==> src/rtl/serial_rca_sequencer_pkg.sv <==
// Shared types and default sizing for the serial ripple-carry sequencer.
package serial_rca_pkg;

    // Default operand width, slice width and number of slice passes per add.
    localparam int DATA_W  = 32;
    localparam int SLICE_W = 4;
    localparam int N       = DATA_W / SLICE_W;

    // Control states of the sequencer.
    typedef enum logic [1:0] {
        IDLE = 2'd0,
        RUN  = 2'd1,
        DONE = 2'd2
    } state_e;

endpackage : serial_rca_pkg

==> src/rtl/serial_rca_sequencer_if.sv <==
// Operand/result handshake bundle between producer, sequencer and consumer.
interface serial_rca_sequencer_if #(
    parameter int WIDTH = serial_rca_pkg::DATA_W
);
    logic             in_valid;
    logic             in_ready;
    logic [WIDTH-1:0] A;
    logic [WIDTH-1:0] B;
    logic             C0;
    logic             out_valid;
    logic             out_ready;
    logic [WIDTH-1:0] S;
    logic             C_Out;
    logic             busy;

    // Producer/consumer view (drives operands and result acceptance).
    modport master (
        output in_valid, A, B, C0, out_ready,
        input  in_ready, out_valid, S, C_Out, busy
    );

    // Sequencer view.
    modport slave (
        input  in_valid, A, B, C0, out_ready,
        output in_ready, out_valid, S, C_Out, busy
    );
endinterface : serial_rca_sequencer_if

==> src/rtl/serial_rca_sequencer_slice.sv <==
// Four-bit ripple-carry adder slice: S = A + B + C0, carry out on C4.
module FourBitRCA_Standard (
    input  logic [3:0] A,
    input  logic [3:0] B,
    input  logic       C0,
    output logic [3:0] S,
    output logic       C4
);
    logic carry;

    // Ripple the carry through four full adders, LSB first.
    // NOTE: blocking '=' in combinational logic lets 'carry' chain within one evaluation; every output is assigned before any branch so no latch is inferred.
    always_comb begin
        carry = C0;
        S     = '0;
        for (int i = 0; i < 4; i++) begin
            S[i]  = A[i] ^ B[i] ^ carry;
            carry = (A[i] & B[i]) | (carry & (A[i] ^ B[i]));
        end
        C4 = carry;
    end
endmodule : FourBitRCA_Standard

==> src/rtl/serial_rca_sequencer.sv <==
// Serial adder: one 4-bit ripple-carry slice reused over WIDTH/SLICE cycles,
// with the carry registered between passes and valid/ready on both sides.
module serial_rca_sequencer
    import serial_rca_pkg::*;
#(
    parameter int WIDTH = DATA_W,
    parameter int SLICE = SLICE_W
) (
    input  logic                  clk,
    input  logic                  rst_n,
    serial_rca_sequencer_if.slave bus
);
    localparam int N_SL = WIDTH / SLICE;
    localparam int KW   = (N_SL > 1) ? $clog2(N_SL) : 1;
    localparam logic [KW-1:0] K_LAST = KW'(N_SL - 1);

    // Operands and sum stored as arrays of slices so k selects one nibble directly.
    state_e                       state_q, state_d;
    logic [KW-1:0]                k_q, k_d;
    logic [N_SL-1:0][SLICE-1:0]   a_q, a_d;
    logic [N_SL-1:0][SLICE-1:0]   b_q, b_d;
    logic [N_SL-1:0][SLICE-1:0]   s_q, s_d;
    logic                         carry_q, carry_d;
    logic                         cout_q, cout_d;

    logic [SLICE-1:0]             slice_sum;
    logic                         slice_cout;

    // The single shared slice: current operand nibbles plus the registered carry.
    FourBitRCA_Standard u_slice (
        .A  (a_q[k_q]),
        .B  (b_q[k_q]),
        .C0 (carry_q),
        .S  (slice_sum),
        .C4 (slice_cout)
    );

    // State, counter, operand and result registers.
    // NOTE: sequential state uses '<=' so every register samples pre-edge values; the operand and sum arrays are plain flops here, so they reset with the rest.
    always_ff @(posedge clk or negedge rst_n) begin
        if (!rst_n) begin
            state_q <= IDLE;
            k_q     <= '0;
            a_q     <= '0;
            b_q     <= '0;
            s_q     <= '0;
            carry_q <= 1'b0;
            cout_q  <= 1'b0;
        end else begin
            state_q <= state_d;
            k_q     <= k_d;
            a_q     <= a_d;
            b_q     <= b_d;
            s_q     <= s_d;
            carry_q <= carry_d;
            cout_q  <= cout_d;
        end
    end

    // Next-state logic: accept in IDLE, one slice per cycle in RUN, hold in DONE.
    always_comb begin
        state_d = state_q;
        k_d     = k_q;
        a_d     = a_q;
        b_d     = b_q;
        s_d     = s_q;
        carry_d = carry_q;
        cout_d  = cout_q;

        unique case (state_q)
            IDLE: begin
                if (bus.in_valid) begin
                    a_d     = bus.A;
                    b_d     = bus.B;
                    carry_d = bus.C0;
                    k_d     = '0;
                    s_d     = '0;
                    state_d = RUN;
                end
            end
            RUN: begin
                s_d[k_q] = slice_sum;
                carry_d  = slice_cout;
                if (k_q == K_LAST) begin
                    cout_d  = slice_cout;
                    state_d = DONE;
                end else begin
                    k_d = k_q + 1'b1;
                end
            end
            DONE: begin
                if (bus.out_ready) begin
                    state_d = IDLE;
                end
            end
            default: state_d = IDLE;
        endcase
    end

    // Handshake and status outputs decode directly from the state register.
    always_comb begin
        bus.in_ready  = (state_q == IDLE);
        bus.out_valid = (state_q == DONE);
        bus.busy      = (state_q == RUN) || (state_q == DONE);
        bus.S         = s_q;
        bus.C_Out     = cout_q;
    end
endmodule : serial_rca_sequencer
==> src/flat_wrapper.sv <==
// flat-port wrapper written by rule: the top's interface ports become plain ports
module serial_rca_sequencer_flat import serial_rca_pkg::*;
#(
    parameter int WIDTH = DATA_W,
    parameter int SLICE = SLICE_W
)
  (clk, rst_n, bus_in_valid, bus_A, bus_B, bus_C0, bus_out_ready, bus_in_ready, bus_out_valid, bus_S, bus_C_Out, bus_busy);
  serial_rca_sequencer_if #(.WIDTH(WIDTH)) bus_i ();
  input  logic clk;
  input  logic rst_n;
  input wire logic [$bits(bus_i.in_valid)-1:0] bus_in_valid;
  input wire logic [$bits(bus_i.A)-1:0] bus_A;
  input wire logic [$bits(bus_i.B)-1:0] bus_B;
  input wire logic [$bits(bus_i.C0)-1:0] bus_C0;
  input wire logic [$bits(bus_i.out_ready)-1:0] bus_out_ready;
  output wire logic [$bits(bus_i.in_ready)-1:0] bus_in_ready;
  output wire logic [$bits(bus_i.out_valid)-1:0] bus_out_valid;
  output wire logic [$bits(bus_i.S)-1:0] bus_S;
  output wire logic [$bits(bus_i.C_Out)-1:0] bus_C_Out;
  output wire logic [$bits(bus_i.busy)-1:0] bus_busy;
  assign bus_i.in_valid = bus_in_valid;
  assign bus_i.A = bus_A;
  assign bus_i.B = bus_B;
  assign bus_i.C0 = bus_C0;
  assign bus_i.out_ready = bus_out_ready;
  assign bus_in_ready = bus_i.in_ready;
  assign bus_out_valid = bus_i.out_valid;
  assign bus_S = bus_i.S;
  assign bus_C_Out = bus_i.C_Out;
  assign bus_busy = bus_i.busy;
  serial_rca_sequencer #(.WIDTH(WIDTH), .SLICE(SLICE)) u_core (.clk(clk), .rst_n(rst_n), .bus(bus_i));
endmodule
==> config.mk <==
export PLATFORM = sky130hd
export DESIGN_NAME = serial_rca_sequencer_flat
export DESIGN_NICKNAME = d
export VERILOG_FILES = /design/src/rtl/serial_rca_sequencer_pkg.sv /design/src/rtl/serial_rca_sequencer_if.sv /design/src/rtl/serial_rca_sequencer_slice.sv /design/src/rtl/serial_rca_sequencer.sv /design/src/flat_wrapper.sv
export SDC_FILE = /design/constraint.sdc
export NUM_CORES = 1
export LEC_CHECK = 0
export ABC_AREA = 1
export BUFFER_PORTS_ARGS = -buffer_cell sky130_fd_sc_hd__buf_2
export CORE_MARGIN = 2
export CORE_UTILIZATION = 28
export CTS_CLUSTER_DIAMETER = 40
export DETAILED_ROUTE_END_ITERATION = 8
export GPL_TIMING_DRIVEN = 0
export PLACE_DENSITY_LB_ADDON = 0.1
export SLEW_MARGIN = 20
export SYNTH_ARGS = -nofsm -noshare
export SYNTH_HDL_FRONTEND = slang
export SYNTH_HIERARCHICAL = 1
export SYNTH_SLANG_ARGS = --single-unit
==> constraint.sdc <==
create_clock -name clk -period 3.45 [get_ports clk]
set_input_delay 0.1725 -clock clk [delete_from_list [all_inputs] [get_ports clk]]
set_output_delay 0.1725 -clock clk [all_outputs]
set_load 0.03 [all_outputs]
---- After elaboration in Yosys (flattened, before gate mapping) ----
Index checks and enable logic that the tools add are counted.
word-level totals
  input bits .............................. 69
  output and inout bits ................... 36
  flip-flop bits (word level) ............. 103
cells by class
  reduce and logical (&&, ||, !) cells .... 9
  $lt $le $gt $ge ......................... 2
  bitwise operators ....................... 20
  eq/ne operators ......................... 7
  add/sub/neg operators ................... 1
  mux-type cells .......................... 18
operators by type and width
  operator               number
  $pmux W32 S2           1
  $bwmux W32             1
  $mux W32               1
  $bmux W4 S3            2
  $demux W4 S3           1
  $mux W4                3
  $and A1 B1 Y1          8
  $xor A1 B1 Y1          8
  $mux W2                3
  $mux W3                2
  $ne A2 B2 Y1 const B   3
  $pmux W2 S3            1
  $pmux W3 S2            1
  $reduce_and A2 Y1      3
  $reduce_and A3 Y1      2
  $lt A3 B4 Y1 const B   1
  $or A1 B1 Y1           4
  $add A3 B1 Y3 const B  1
  $eq A3 B3 Y1 const B   1
  $ge A3 B1 Y1 const B   1
  $eq A2 B1 Y1 const B   1
  $eq A2 B2 Y1 const B   1
  $logic_not A2 Y1       1
  $ne A2 B1 Y1 const B   1
  other kinds (5)        5

---- Logic depth before layout (Yosys ltp) ----
  depth in word-level cells ............... 12
  gate-level depth with buffers ........... 20
  mapped depth without buffers ............ 19

---- Hierarchy ----
Netlist, hierarchy kept.
modules (own cells, without submodules)
  module                cells an instance  area each (sq um)  instances
  serial_rca_sequencer  560                5163.7             1
  FourBitRCA_Standard   14                 117.6              1

---- Worst setup path before layout ----
Ideal clock, no wire load.
  path type ............................... reg2reg
  from .................................... reg u_core.k_q[0]
  to ...................................... reg u_core.s_q (netlist bit u_core/bus.S[27])
  cell stages (with the launch flop) ...... 21
  arrival ................................. 2.916 ns
  clock period less this slack ............ 2.981 ns
  path slack .............................. 0.469 ns
  required time ........................... 3.385 ns
  path through ............................ dfrtp_1 -> buf_4 -> buf_2 -> nand2_1 -> nand2_1 -> nand2_1 -> nand2_1 -> nand2_1 -> nand2_1 -> fa_1 -> inv_1 -> fa_1 -> inv_1 -> fa_1 -> inv_1 -> fa_1 -> inv_1 -> nand2_1 -> nor2_1 -> nand3_1 -> nand2_1
between the ends
  cells in the longest elaborated chain, start to end .. 12
ends and longest elaborated chain
  element                                line                                                    RTL
  from (decl)                            serial_rca_sequencer.sv:19                              logic [KW-1:0] k_q, k_d;
  from (signal assigned)                 serial_rca_sequencer.sv:51                              k_q <= k_d;
  $bmux W4 S3, on equally long branches  serial_rca_sequencer.sv:31, serial_rca_sequencer.sv:32
  $mux W4, on equally long branches      serial_rca_sequencer.sv:31, serial_rca_sequencer.sv:32
  $xor A1 B1 Y1                          serial_rca_sequencer_slice.sv:18                        carry = (A[i] & B[i]) | (carry & (A[i] ^ B[i]));
  $and A1 B1 Y1                          serial_rca_sequencer_slice.sv:18
  $or A1 B1 Y1                           serial_rca_sequencer_slice.sv:18
  $and A1 B1 Y1                          serial_rca_sequencer_slice.sv:18
  $or A1 B1 Y1                           serial_rca_sequencer_slice.sv:18
  $and A1 B1 Y1                          serial_rca_sequencer_slice.sv:18
  $or A1 B1 Y1                           serial_rca_sequencer_slice.sv:18
  $xor A1 B1 Y1 *                        serial_rca_sequencer_slice.sv:17                        S[i] = A[i] ^ B[i] ^ carry;
  net u_core.slice_sum[3]                serial_rca_sequencer.sv:26                              logic [SLICE-1:0] slice_sum;
  $bwmux W32 *                           serial_rca_sequencer.sv:82                              s_d[k_q] = slice_sum;
  $pmux W32 S2 *                         serial_rca_sequencer.sv:70                              unique case (state_q)
  to (signal assigned)                   serial_rca_sequencer.sv:46                              s_q <= '0;
  to (signal assigned)                   serial_rca_sequencer.sv:54                              s_q <= s_d;
  to (decl)                              serial_rca_sequencer.sv:22                              logic [N_SL-1:0][SLICE-1:0] s_q, s_d;
Mark *: on every way through the listed nets, which the timed path passes. The rest lies on a longest branch. The select of a mux whose other input is x is not followed.
A chain may end at the register's enable or synchronous reset.

---- Worst setup path in the final report ----
  from .................................... reg u_core.k_q[1]
  to ...................................... reg u_core.s_q (netlist bit u_core/bus.S[11])
Same word-level chain as after synthesis.

==> reports/qor.yml <==
synth_area_um2: 5280
slew_headroom: 0.737
syn_nets: 652
hold_class: "primary input to register"
dpl.hpwl_mm: 10.1
cts_made_buffers: 9
gr-total-overflow: 0
vdd_ir_drop_max_mv: 0.341
postLayoutCoreUtil: 0.349
die_width_um: 141
areaGrowthSynthToFinish_pct: 22.7
core_area_um2: 18600
via_per_inst: 4.38
mostFrequentLayoutCell: "nand2_1"
clock_latency_ps: 360
drive_gt1_frac: 0.314
dieArea_um2: 20000
clock.fmax_ghz: 0.309
avgRoutedWirePerCell_um: 14.8
grt_util_all_layers: 0.145
end_kind: "register"
cap_violations: 0
report.final.slew_viol_count: 0
clock_path_buffers: 2
grt_pass1_wl_mm: 22.5
cts_tree: "yes"
antenna_found_initial: 0
crit_type: "register to register"
htree_levels: 3
rows: 50
yosysSeqAreaShare: 0.488
yosysTopAreaCell: "dfrtp_1"
drtIter0Drc: 207
yosys_warnings: 6
drc_errors: 0
io_buffers: 104
yosys.area.top_type_share: 0.488
hold_violations: 0
cts_num_sinks: 103
synth_area_leaders: "dfrtp_1 49%, nand2_1 18%, mux2_4 14%, nand3_1 3.5%, mux2_2 3.2%"
total_leakage_power_nw: 3.59
hold_depth: 2
outcome: "finished, final reports clean"
crit_path_start_kind: "register"
syn_avg_cell_area_um2: 9.20
firstDrtPassIters: 4
period_needed_ps: 3240
required_ps: 3740
syn_inst: 574
ys_types: 23
diodes: 0
grt_setup_unrepaired: "no"
worst_slew_pin_slew_ps: 394
nets: 767
gp_congestion: 0.735
setup_violations: 0
finalPower_mw: 6.13
route.vias.total: 4064
grt_pass1_vias: 4299
synth_seq_cells: 103
clk_pin_slew_ps: 70
mostFrequentLayoutCells: "254 x nand2_1, 110 x buf_2, 102 x dfrtp_1"
grt_max_degree: 77
rr_worst_depth: 18
cp_max_fo: 10
die_h_um: 141
critPathArrivalTime_ps: 3530
power-per-cell-area_nw_per_um2: 946
wirelength_mm: 13.7
io_pins: 105
skew_ps: 8.60
min_period_over_period: 0.938
detail-route-antenna-nets: 0
fillerInstances: 1919
clockRootBuffer: "clkbuf_16"
start_util: 0.284
## state kept, by name, summed over array words and instances, names as in the netlist
name / count
u_core/a_q: 32
u_core/k_q: 3
u_core/b_q: 32
u_core/state_q: 2
u_core/bus.S: 32
u_core/bus.C_Out: 1
u_core/carry_q: 1
## path summary, 6_finish.rpt
kind / startpoint / to / slack, ps
min in group asynchronous: rst_n / u_core/bus.S[26] / 260
setup / recovery: u_core/k_q[1] / u_core/bus.S[11] / 210
max in group asynchronous: rst_n / u_core/b_q[16] / 2520
hold reg to reg: u_core/bus.S[25] / u_core/bus.S[25] / 470
hold / removal: bus_B[2] / u_core/b_q[2] / 40
setup reg to reg: u_core/k_q[1] / u_core/bus.S[11] / 210
## timing repair
action                                 4_1_cts  5_1_grt
buffers inserted                             0        0
endpoints found under the hold margin       27        0
hold buffers                                 1        0
pin swaps                                    0        0
gates resized for setup                      3       22
setup endpoints to repair                    8        8
## Yosys cell counts
library cell and count:
buf_4 4, ha_1 5, nand2_2 1, clkbuf_2 1, nor2_4 1, nand3_1 37, nand2_1 255, fa_1 4
buf_2 11, nand4_1 4, dfrtp_1 103, mux2_4 48, buf_6 7, a21oi_1 2, clkbuf_1 4, o21a_1 1
inv_1 23, inv_2 3, nor2_1 37, mux2_2 15, nand3_2 1, o21ai_2 1, o21ai_0 6
## through the flow
step           std cells  setup slack, ps  setup TNS, ps  instance area, µm²  hold slack [ps]
3_5_place_dp         913             -175          -1200                6130             66.3
3_3_place_gp         912             -150          -1070                6090              405
6_report             928              214              0                6480             42.3
5_1_grt              928             6.57              0                6480             30.4
2_1_floorplan        574              469              0                5280             -123
4_1_cts              929             42.5              0                6450             24.4
## report_power, final
part           internal (mW)  switching [mW]
Sequential              1.69           0.284
Clock                  0.587           0.474
Combinational           1.27            1.82
Total                   3.55            2.58
## logic make-up after synthesis
family                   synth area share
buffers and inverters              0.0533
flip-flops                          0.488
adder cells (fa/ha/maj)            0.0270
AO/OA/AOI/OAI                      0.0107
multiplexers                        0.168
AND/OR/NAND/NOR                     0.253
## metal layers
| layer | global-route usage | vias to the layer above | wire length [µm] |
|---|---|---|---|
| met5 | 0 | - | 0 |
| met4 | 0.0484 | 0 | 195 |
| met3 | 0.0304 | 13 | 613 |
| met2 | 0.240 | 94 | 6510 |
| met1 | 0.190 | 1909 | 6420 |
| li1 | - | 2048 | - |
## cell type report
type                            instances  area, µm²  area share
Tap cell                              234        293      0.0452
Clock inverter                          6       68.8      0.0106
Buffer                                 25        208      0.0320
Timing Repair Buffer                  106        564      0.0871
Multi-Input combinational cell        418       2430       0.375
Sequential cell                       103       2580       0.398
Inverter                               26        100      0.0154
Clock buffer                           10        239      0.0369
## critical path, stage by stage, from the launching register on
cell      delay (ps)
dfrtp_1          400
buf_6            150
clkbuf_2         220
nand2_1          120
nand2_1           90
nand2_1           70
nand2_1           80
fa_1             410
inv_1             70
fa_1             150
inv_1             50
fa_1             360
inv_1             80
fa_1             400
inv_1            100
nand2_4          110
nor2_1           120
nand3_1           90
nand2_1           80
No activity file was read; power rests on OpenSTA's default activity.
